File: src/rtl/regfile_bist.sv
`default_nettype none
// ============================================================================
// Module   : regfile_bist
// Purpose  : Self-test initiator for register_file. Writes a seeded pattern to
//            all 32 registers, then reads them back two at a time and counts
//            mismatches. Define REGFILE_BIST_INV_PASS_EN for an inverted pass.
// Revision : 1.0 - initial release
// ============================================================================
module regfile_bist #(
    parameter logic [31:0] SEED = 32'h5A5A_5A5A
) (
    input  logic        clk,
    input  logic        rst_n,
    input  logic        start,
    output logic        busy,
    output logic        done,
    output logic        pass,
    output logic [5:0]  err_count,
    output logic [4:0]  first_err_addr,
    output logic        rf_we,
    output logic [4:0]  rf_rd_addr,
    output logic [31:0] rf_wdata,
    output logic [4:0]  rf_rs1_addr,
    output logic [4:0]  rf_rs2_addr,
    input  logic [31:0] rf_rs1_data,
    input  logic [31:0] rf_rs2_data
);

    typedef enum logic [1:0] {
        S_IDLE = 2'd0,
        S_WR   = 2'd1,
        S_RD   = 2'd2,
        S_FIN  = 2'd3
    } state_t;

    state_t      r_state, w_state_nxt;
    logic [4:0]  r_cnt, w_cnt_nxt;
    logic        r_err_seen, w_err_seen_nxt;
    logic        w_inv;
    logic        w_busy_nxt, w_done_nxt, w_pass_nxt;
    logic [5:0]  w_err_nxt;
    logic [4:0]  w_first_nxt;
    logic        w_we_nxt;
    logic [4:0]  w_rd_addr_nxt, w_rs1_nxt, w_rs2_nxt;
    logic [31:0] w_wdata_nxt;
    logic [31:0] w_exp1, w_exp2;
    logic        w_mis1, w_mis2;
    logic [1:0]  w_err_add;
    logic [6:0]  w_err_sum;
    logic [5:0]  w_err_sat;
    logic [3:0]  w_k_nxt;

`ifdef REGFILE_BIST_INV_PASS_EN
    logic r_inv, w_inv_nxt;
    assign w_inv = r_inv;
`else
    assign w_inv = 1'b0;
`endif

    function automatic logic [31:0] pattern(input logic [4:0] a, input logic inv);
        pattern = SEED ^ {a, a, a, a, a, a, a[1:0]} ^ {32{inv}};
    endfunction

    // x0 is hardwired to zero, so it is always expected to read back as 0
    assign w_exp1 = (rf_rs1_addr == 5'd0) ? 32'd0 : pattern(rf_rs1_addr, w_inv);
    assign w_exp2 = (rf_rs2_addr == 5'd0) ? 32'd0 : pattern(rf_rs2_addr, w_inv);
    assign w_mis1 = (r_state == S_RD) && (rf_rs1_data != w_exp1);
    assign w_mis2 = (r_state == S_RD) && (rf_rs2_data != w_exp2);

    assign w_err_add = {1'b0, w_mis1} + {1'b0, w_mis2};
    assign w_err_sum = {1'b0, err_count} + {5'd0, w_err_add};
    assign w_err_sat = (w_err_sum > 7'd63) ? 6'd63 : w_err_sum[5:0];
    assign w_k_nxt   = r_cnt[3:0] + 4'd1;

    always_comb begin
        w_state_nxt    = r_state;
        w_cnt_nxt      = r_cnt;
`ifdef REGFILE_BIST_INV_PASS_EN
        w_inv_nxt      = r_inv;
`endif
        w_busy_nxt     = busy;
        w_done_nxt     = done;
        w_pass_nxt     = pass;
        w_err_nxt      = err_count;
        w_first_nxt    = first_err_addr;
        w_err_seen_nxt = r_err_seen;
        w_we_nxt       = 1'b0;
        w_rd_addr_nxt  = 5'd0;
        w_wdata_nxt    = 32'd0;
        w_rs1_nxt      = 5'd0;
        w_rs2_nxt      = 5'd0;
        case (r_state)
            S_IDLE, S_FIN: begin
                if (start) begin
                    w_state_nxt    = S_WR;
                    w_cnt_nxt      = 5'd0;
`ifdef REGFILE_BIST_INV_PASS_EN
                    w_inv_nxt      = 1'b0;
`endif
                    w_busy_nxt     = 1'b1;
                    w_done_nxt     = 1'b0;
                    w_pass_nxt     = 1'b0;
                    w_err_nxt      = 6'd0;
                    w_first_nxt    = 5'd0;
                    w_err_seen_nxt = 1'b0;
                    w_we_nxt       = 1'b1;
                    w_wdata_nxt    = pattern(5'd0, 1'b0);
                end
            end
            S_WR: begin
                if (r_cnt == 5'd31) begin
                    w_state_nxt = S_RD;
                    w_cnt_nxt   = 5'd0;
                    w_rs2_nxt   = 5'd1;
                end else begin
                    w_cnt_nxt     = r_cnt + 5'd1;
                    w_we_nxt      = 1'b1;
                    w_rd_addr_nxt = r_cnt + 5'd1;
                    w_wdata_nxt   = pattern(r_cnt + 5'd1, w_inv);
                end
            end
            S_RD: begin
                w_err_nxt = w_err_sat;
                // rs1 wins when both ports miss on the first failing pair
                if ((w_mis1 || w_mis2) && !r_err_seen) begin
                    w_err_seen_nxt = 1'b1;
                    w_first_nxt    = w_mis1 ? rf_rs1_addr : rf_rs2_addr;
                end
                if (r_cnt[3:0] == 4'd15) begin
`ifdef REGFILE_BIST_INV_PASS_EN
                    if (!r_inv) begin
                        w_state_nxt = S_WR;
                        w_inv_nxt   = 1'b1;
                        w_cnt_nxt   = 5'd0;
                        w_we_nxt    = 1'b1;
                        w_wdata_nxt = pattern(5'd0, 1'b1);
                    end else
`endif
                    begin
                        w_state_nxt = S_FIN;
                        w_busy_nxt  = 1'b0;
                        w_done_nxt  = 1'b1;
                        w_pass_nxt  = (w_err_sat == 6'd0);
                    end
                end else begin
                    w_cnt_nxt = {1'b0, w_k_nxt};
                    w_rs1_nxt = {w_k_nxt, 1'b0};
                    w_rs2_nxt = {w_k_nxt, 1'b1};
                end
            end
            default: w_state_nxt = S_IDLE;
        endcase
    end

    always_ff @(posedge clk or negedge rst_n) begin
        if (!rst_n) begin
            r_state        <= S_IDLE;
            r_cnt          <= 5'd0;
`ifdef REGFILE_BIST_INV_PASS_EN
            r_inv          <= 1'b0;
`endif
            r_err_seen     <= 1'b0;
            busy           <= 1'b0;
            done           <= 1'b0;
            pass           <= 1'b0;
            err_count      <= 6'd0;
            first_err_addr <= 5'd0;
            rf_we          <= 1'b0;
            rf_rd_addr     <= 5'd0;
            rf_wdata       <= 32'd0;
            rf_rs1_addr    <= 5'd0;
            rf_rs2_addr    <= 5'd0;
        end else begin
            r_state        <= w_state_nxt;
            r_cnt          <= w_cnt_nxt;
`ifdef REGFILE_BIST_INV_PASS_EN
            r_inv          <= w_inv_nxt;
`endif
            r_err_seen     <= w_err_seen_nxt;
            busy           <= w_busy_nxt;
            done           <= w_done_nxt;
            pass           <= w_pass_nxt;
            err_count      <= w_err_nxt;
            first_err_addr <= w_first_nxt;
            rf_we          <= w_we_nxt;
            rf_rd_addr     <= w_rd_addr_nxt;
            rf_wdata       <= w_wdata_nxt;
            rf_rs1_addr    <= w_rs1_nxt;
            rf_rs2_addr    <= w_rs2_nxt;
        end
    end

endmodule
`default_nettype wire

File: config.mk
export PLATFORM = sky130hd
export DESIGN_NAME = regfile_bist
export DESIGN_NICKNAME = d
export VERILOG_FILES = /design/src/rtl/regfile_bist.sv
export SDC_FILE = /design/constraint.sdc
export NUM_CORES = 1
export LEC_CHECK = 0
export ABC_AREA = 1
export CAP_MARGIN = 25
export CORE_UTILIZATION = 37
export DETAILED_ROUTE_END_ITERATION = 10
export GPL_TIMING_DRIVEN = 0
export HOLD_SLACK_MARGIN = 0.02
export PLACE_DENSITY = 0.7
export SETUP_SLACK_MARGIN = 0.1
export SYNTH_ARGS = -nofsm -noshare
export SYNTH_HDL_FRONTEND = slang
export SYNTH_SLANG_ARGS = --single-unit
File: constraint.sdc
create_clock -name clk -period 7.95 [get_ports clk]
set_input_delay 1.59 -clock clk [delete_from_list [all_inputs] [get_ports clk]]
set_output_delay 1.59 -clock clk [all_outputs]
set_load 0.02 [all_outputs]
==> reports/qor.yml, run 1 <==
run_status:
  status: "completed"
logic_synthesis:
  synthCells: 418
  syn_area_per_cell_um2: 7.301
  synthDominantCellAreaShare: 0.3772
  synth_top_flop_cell: "dfrtp_1"
  synth_top_cell_by_area: "dfrtp_1"
  async_flop_share: 1.000
  synth_edf_count: 0
  ys_ff_latch: 46
  synth_area_leaders: "dfrtp_1 38%, nand2_1 13%, buf_4 6.2%"
  synth_area_mm2: 0.003052
  ys_seq_area_frac: 0.3772
  ys.warnings.count: 0
  yosysUniqueCellTypes: 35
  syn_nets: 493
placement:
  io_buffer_count: 127
  place.gp.congestion: 0.8139
  place_hpwl_um: 6348
  place_ws_ns: 3.425
critical_path:
  crit_path_start_kind: "input pin"
  cp.required_ns: 8.19
  critPathArrivalTime_ns: 4.41
  crit_chain: "clkdlybuf4s50_1 > nand3_1 > o21ai_0 > o211ai_1 > nor2_2 > nand3b_4 > nand2_2 > fa_1 > inv_1 > ha_1 > nand3_1 > nor2_1 > nand2_1 > inv_1 > a21oi_1 > nand4_1 > nor3_1 > a22o_1"
  r2r-start: "rf_rs1_addr[1]"
  worst_setup_path_end_kind: "flop"
  crit_family: "simple AND/OR/NAND/NOR gates"
  critPathSlowestCell: "clkdlybuf4s50_1"
  crit_start: "rf_rs1_data[18]"
  cp.buffers_inverters: 3
  max_stage_delay_ns: 0.48
  path_max_fanout: 6
  path_class: "input pin to flop"
sta:
  period_needed_ns: 4.173
  slew_viol_final: 0
  fin_crit_sh: 0.5249
  rsz0062_at_grt: "no"
  setup_viol: 0
  whs_ns: 0.4842
  tns_ns: 0
  tightest_slew_ns: 0.5455
  hold_viol: 0
  fin_skew_ns: 0.006156
  relSlewSlack: 0.6351
  setup_slack_ns: 3.777
  fmax_mhz: 239.6
final_layout:
  syn_to_final_growth_pct: 49.45
  drive_gt1_frac: 0.1282
  nNetsFinal: 628
  diodes: 0
  mostFrequentLayoutCells: "126 x clkdlybuf4s50_1, 102 x nand2_1, 46 x dfrtp_1, 44 x inv_1, 41 x nor2_1"
  final_common_cell: "clkdlybuf4s50_1"
detailed_routing:
  ant_nets: 0
  vias: 3063
  routed_wl_um: 8052
  post_drt_wl_per_cell_um: 12.27
  dr.pass1.iters: 4
  via_per_inst: 4.669
  first_iter_violations: 118
  post-route-drc-count: 0
grt:
  grt_overflow: 0
  antenna_found_initial: 0
  track_usage: 0.1907
  grt_max_degree: 34
  grt_pass1_wl_um: 13110
  grt_pass1_vias: 2845
power:
  p_leak_nw: 2.158
  powerDensity_mw_per_mm2: 296.0
  power_mw: 1.350
  vdd_drop_max_mv: 0.1404
floorplan:
  initial_core_util: 0.3889
  fp.dieH_um: 92.82
  io_pins: 129
  num_rows: 32
  core_area_mm2: 0.007848
  fp.dieW_um: 92.82
  die_area_mm2: 0.008615
clock_tree:
  clkLatencyLatePin_ns: 0.30
  clk_path_buf_depth: 2
  cts_sinks: 46
  cts_hold_buf: 0
  numCtsBuffers: 5
  cts_root_buf: "clkbuf_8"
  cts_setup_buffers: 0
  cts_repair_resize_count: 0
  cts_tree: "done"
  cts_max_level: 2
  clk_pin_slew_ns: 0.08
hold_path:
  min_path_type: "flop to flop"
  hp-start: "done"
run:
  drv_cap: 0
## cell usage after synthesis (2+ instances only)
| library cell | count |
|---|---|
| nand2_1 | 102 |
| dfrtp_1 | 46 |
| inv_1 | 44 |
| nor2_1 | 41 |
| nand3_1 | 35 |
| o21ai_0 | 28 |
| buf_4 | 25 |
| nor3_1 | 12 |
| a21oi_1 | 9 |
| nand2_2 | 9 |
| o21ai_1 | 9 |
| ha_1 | 7 |
| inv_2 | 7 |
| nand4_1 | 6 |
| nor2_2 | 6 |
| nand2_4 | 4 |
| nand3b_1 | 3 |
| xnor2_1 | 3 |
| buf_2 | 2 |
| nand3_4 | 2 |
| nor2_4 | 2 |
| or2_2 | 2 |
| xor2_1 | 2 |
## logic make-up after synthesis
| family | synth area share |
|---|---|
| compound gates | 0.08487 |
| xor+xnor | 0.01968 |
| fa+ha+maj | 0.03526 |
| buf+inv | 0.1300 |
| flops | 0.3772 |
| other cells | 0.001229 |
| simple gates | 0.3518 |
## final timing paths
| kind | slack [ns] | cells after the start | end |
|---|---|---|---|
| setup / recovery | 3.78 | 18 | pass |
| hold / removal | 0.48 | 2 | done |
| setup reg to reg | 4.89 | 18 | pass |
| hold reg to reg | 0.48 | 2 | done |
| max in group asynchronous | 6.30 | 2 | err_count[3] |
| min in group asynchronous | 1.17 | 1 | rf_wdata[27] |
## worst min-delay path: cells and delay by family (launching register included)
| kind | cells | cell delay, ns |
|---|---|---|
| flip-flops | 1 | 0.35 |
| AND/OR/NAND/NOR | 2 | 0.10 |
## metal layers
layer	GRT usage	routed length, um	part of all wire
met2	0.3388	3932	0.49
met1	0.2347	3497	0.43
met5	0	0	0
met3	0.03284	523	0.065
met4	0.05641	98	0.012
## area by class of cell
type                       count  area, um^2
buffer                        28       201.4
clock buffer                   6       82.58
clock inverter                 2       12.51
fill                         753        3287
inverter                      52       195.2
multi-input combinational    292        1504
sequential                    46        1151
tap                          102       127.6
timing repair buffer         128        1286
## stage by stage
step | area [um^2] | instances | util
2_1_floorplan | 3052 | 418 | -
3_3_place_gp | 4451 | 647 | 0.5671
3_5_place_dp | 4466 | 648 | 0.5690
4_1_cts | 4561 | 656 | 0.5812
5_1_grt | 4561 | 656 | 0.5812
6_report | 4561 | 656 | 0.5812
## state kept, by name, summed over array words and instances, names as in the netlist
name / count
busy: 1
done: 1
err_count: 6
first_err_addr: 5
pass: 1
r_cnt: 5
r_err_seen: 1
r_state: 2
rf_rd_addr: 4
rf_rs1_addr: 4
rf_rs2_addr: 5
rf_wdata: 10
rf_we: 1
## where the power goes
group	leakage, nW	switching, mW	internal, mW
registers	0.617	0.0555	0.298
clock network	0.0472	0.0790	0.0699
logic	1.49	0.484	0.364
total	2.16	0.618	0.732
Power figures use the tool's default switching activity.
==> run 2, diff against run 1 <==
- clock period: 7.95 -> 4.2 ns (I/O delays scaled with it)
==> results of run 2 <==
Same layout as run 1 (identical final DEF). Status: completed.
Main changes from that run: setup slack after placement 3.425 ns -> 0.4251 ns; clock-pin slew on the worst setup and hold paths 0.08 ns -> 0.09 ns; setup slack after layout 3.777 ns -> 0.7768 ns; hold slack 0.4842 ns -> 0.4231 ns; register-to-register setup slack 4.89 ns -> 1.14 ns; total power 1.350 mW -> 2.556 mW; worst IR drop on VDD 0.1404 mV -> 0.2658 mV
==> run 3, diff against run 2 <==
- clock period: 4.2 -> 3.49 ns (I/O delays scaled with it)
==> run 3 against run 2 <==
Net effect:
- sequential share of layout area decreased by 0.15 points
- cell area increased by 0.60%
- largest cell class unchanged
- non-clock buffer count did not move
- register-to-register slack got worse by 0.68 ns
- clock power is 20% higher
- sequential power up 20%
- die area stayed put
==> reports/qor.yml, run 3 (same netlist as run 1, synthesis figures left out) <==
run_status:
  status: "completed"
critical_path:
  cp.required_ns: 3.73
  worst_setup_path_end_kind: "flop"
  r2r-end: "pass"
  crit_start: "rf_rs1_data[13]"
  r2r-start: "rf_rs2_addr[1]"
  path_class: "input pin to flop"
  critPathArrivalTime_ns: 3.41
  r2r_cells: 21  # +3
  setup.worst_path.end: "pass"
  path_max_fanout: 6  # unchanged
  crit_path_start_kind: "input pin"
  r2r_slack_ns: 0.46
sta:
  tightest_slew_ns: 0.5485  # +0.002985 ns
  rsz0062_at_grt: "no"
  fmax_mhz: 315.6
  period_needed_ns: 3.169
  whs_ns: 0.2816
  fin_crit_sh: 0.9079
  relSlewSlack: 0.6331  # -0.001996
  fin_skew_ns: 0.006160  # +0.000004000 ns
  slew_viol_final: 0  # unchanged
  setup_viol: 0  # unchanged
  hold_viol: 0  # unchanged
floorplan:
  io_pins: 129  # unchanged
  die_area_mm2: 0.008615  # unchanged
  fp.dieH_um: 92.82  # unchanged
  initial_core_util: 0.3889  # unchanged
  fp.dieW_um: 92.82  # unchanged
  num_rows: 32  # unchanged
  core_area_mm2: 0.007848  # unchanged
placement:
  place_hpwl_um: 6348  # unchanged
  io_buffer_count: 127  # unchanged
  place.gp.congestion: 0.8139  # unchanged
run:
  drv_cap: 0  # unchanged
power:
  p_switching_mw: 1.417
  intPower_mw: 1.671
  vdd_drop_max_mv: 0.3200
  netSwitchingFraction: 0.4589
  p_leak_nw: 2.160  # about the same
  pwr-share-seq: 0.261  # about the same
  clkPwrFrac: 0.110  # about the same
  combPwrFrac: 0.629  # about the same
  powerDensity_mw_per_mm2: 673.1
detailed_routing:
  dr.pass1.iters: 4  # unchanged
  ant_nets: 0  # unchanged
  via_per_inst: 4.715  # +0.98%
  post_drt_wl_per_cell_um: 12.40  # +1.1%
  routed_wl_um: 8137  # +1.1%
  post-route-drc-count: 0  # unchanged
  vias: 3093  # +0.98%
  first_iter_violations: 109  # -7.6%
clock_tree:
  numCtsBuffers: 5  # unchanged
  cts_sinks: 46  # unchanged
  clkLatencyLatePin_ns: 0.30  # about the same
  cts_root_buf: "clkbuf_8"
  cts_max_level: 2  # unchanged
  cts_setup_buffers: 0  # unchanged
  clk_path_buf_depth: 2  # unchanged
  cts_hold_buf: 0  # unchanged
  clk_pin_slew_ns: 0.09
  cts_tree: "done"
final_layout:
  largest_register_ffs: 10  # unchanged
  fillerInstances: 755  # +0.27%
  final_util: 0.5847  # +0.003508
  mostFrequentLayoutCells: "126 x clkdlybuf4s50_1, 102 x nand2_1, 46 x dfrtp_1, 43 x inv_1, 41 x nor2_1"
  register_area_mm2: 0.001151  # unchanged
  nNetsFinal: 628  # unchanged
  diodes: 0  # unchanged
  largest_register: "rf_wdata"
  multi_input_area_mm2: 0.001531  # +1.8%
  final_common_cell: "clkdlybuf4s50_1"
  drive_gt1_frac: 0.1390  # +0.01083
  reg.largest.list: "rf_wdata x10, err_count x6"
  syn_to_final_growth_pct: 50.35
grt:
  antenna_found_initial: 0  # unchanged
  grt_max_degree: 34  # unchanged
  grt_overflow: 0  # unchanged
  grt_pass1_wl_um: 13110  # unchanged
  grt_pass1_vias: 2845  # unchanged
  track_usage: 0.1907  # unchanged
hold_path:
  min_path_type: "input pin to asynchronous set/reset pin"
==> run 3: stage by stage <==
step	power, mW	cells	TNS, ns	worst slack (ns)	cell area (um^2)
2_1_floorplan	2.036	418	0	0.6532	3052
4_1_cts	3.098	656	0	0.1732	4561
6_report	3.088	656	0	0.3215	4588
3_3_place_gp	2.719	647	-0.04600	-0.04600	4451
5_1_grt	3.335	656	0	0.1022	4588
3_5_place_dp	2.747	648	-0.1429	-0.1429	4466
==> run 3: layout make-up <==
| cell class | count | area share |
|---|---|---|
| Clock inverter | 2 | 0.002727 |
| Timing Repair Buffer | 128 | 0.2803 |
| Buffer | 28 | 0.04391 |
| Inverter | 52 | 0.04254 |
| Sequential cell | 46 | 0.2509 |
| Clock buffer | 6 | 0.01800 |
| Tap cell | 102 | 0.02782 |
| Multi-Input combinational cell | 292 | 0.3338 |
==> run 3: how the worst min path moves through the flow <==
stage	start	to	cells after the start
finish	rst_n	rf_wdata[27]	1
global route	rst_n	rf_wdata[27]	1
CTS	rst_n	rf_wdata[27]	1
detailed placement	done	done	2
global placement	first_err_addr[2]	first_err_addr[2]	2
floorplan	rst_n	busy	0
==> run 3: power groups by stage <==
stage | Combinational (mW) | Clock, mW | Sequential [mW]
3_3_place_gp | 1.90 | 0 | 0.818
3_5_place_dp | 1.93 | 0 | 0.819
4_1_cts | 1.94 | 0.347 | 0.810
6_report | 1.94 | 0.339 | 0.807
5_1_grt | 2.13 | 0.372 | 0.831
2_1_floorplan | 1.10 | 0 | 0.932
==> run 3: critical path, stage by stage <==
cell and delay, ns:
clkdlybuf4s50_1 0.43, nor3_2 0.18, nand2_1 0.06, o21ai_1 0.10
o211ai_1 0.13, nor2_2 0.20, nand3b_4 0.14, nand2_4 0.11
fa_1 0.19, inv_2 0.05, ha_2 0.19, or2_2 0.28
a21oi_1 0.18, nand4_1 0.13, nor3_2 0.20, a22o_1 0.15
==> run 3: repair_timing <==
item | CTS | global route
endpoints found under the hold margin | 0 | 0
setup endpoints to repair | 0 | 1
gates resized for setup | 0 | 9
==> run 3: per-layer routing <==
layer  GRT usage  up-vias  share of wire
met5           0        -              0
met4     0.05641        0          0.012
met3     0.03284        7          0.062
met2      0.3388       88           0.49
met1      0.2347     1418           0.44
li1            -     1580              -
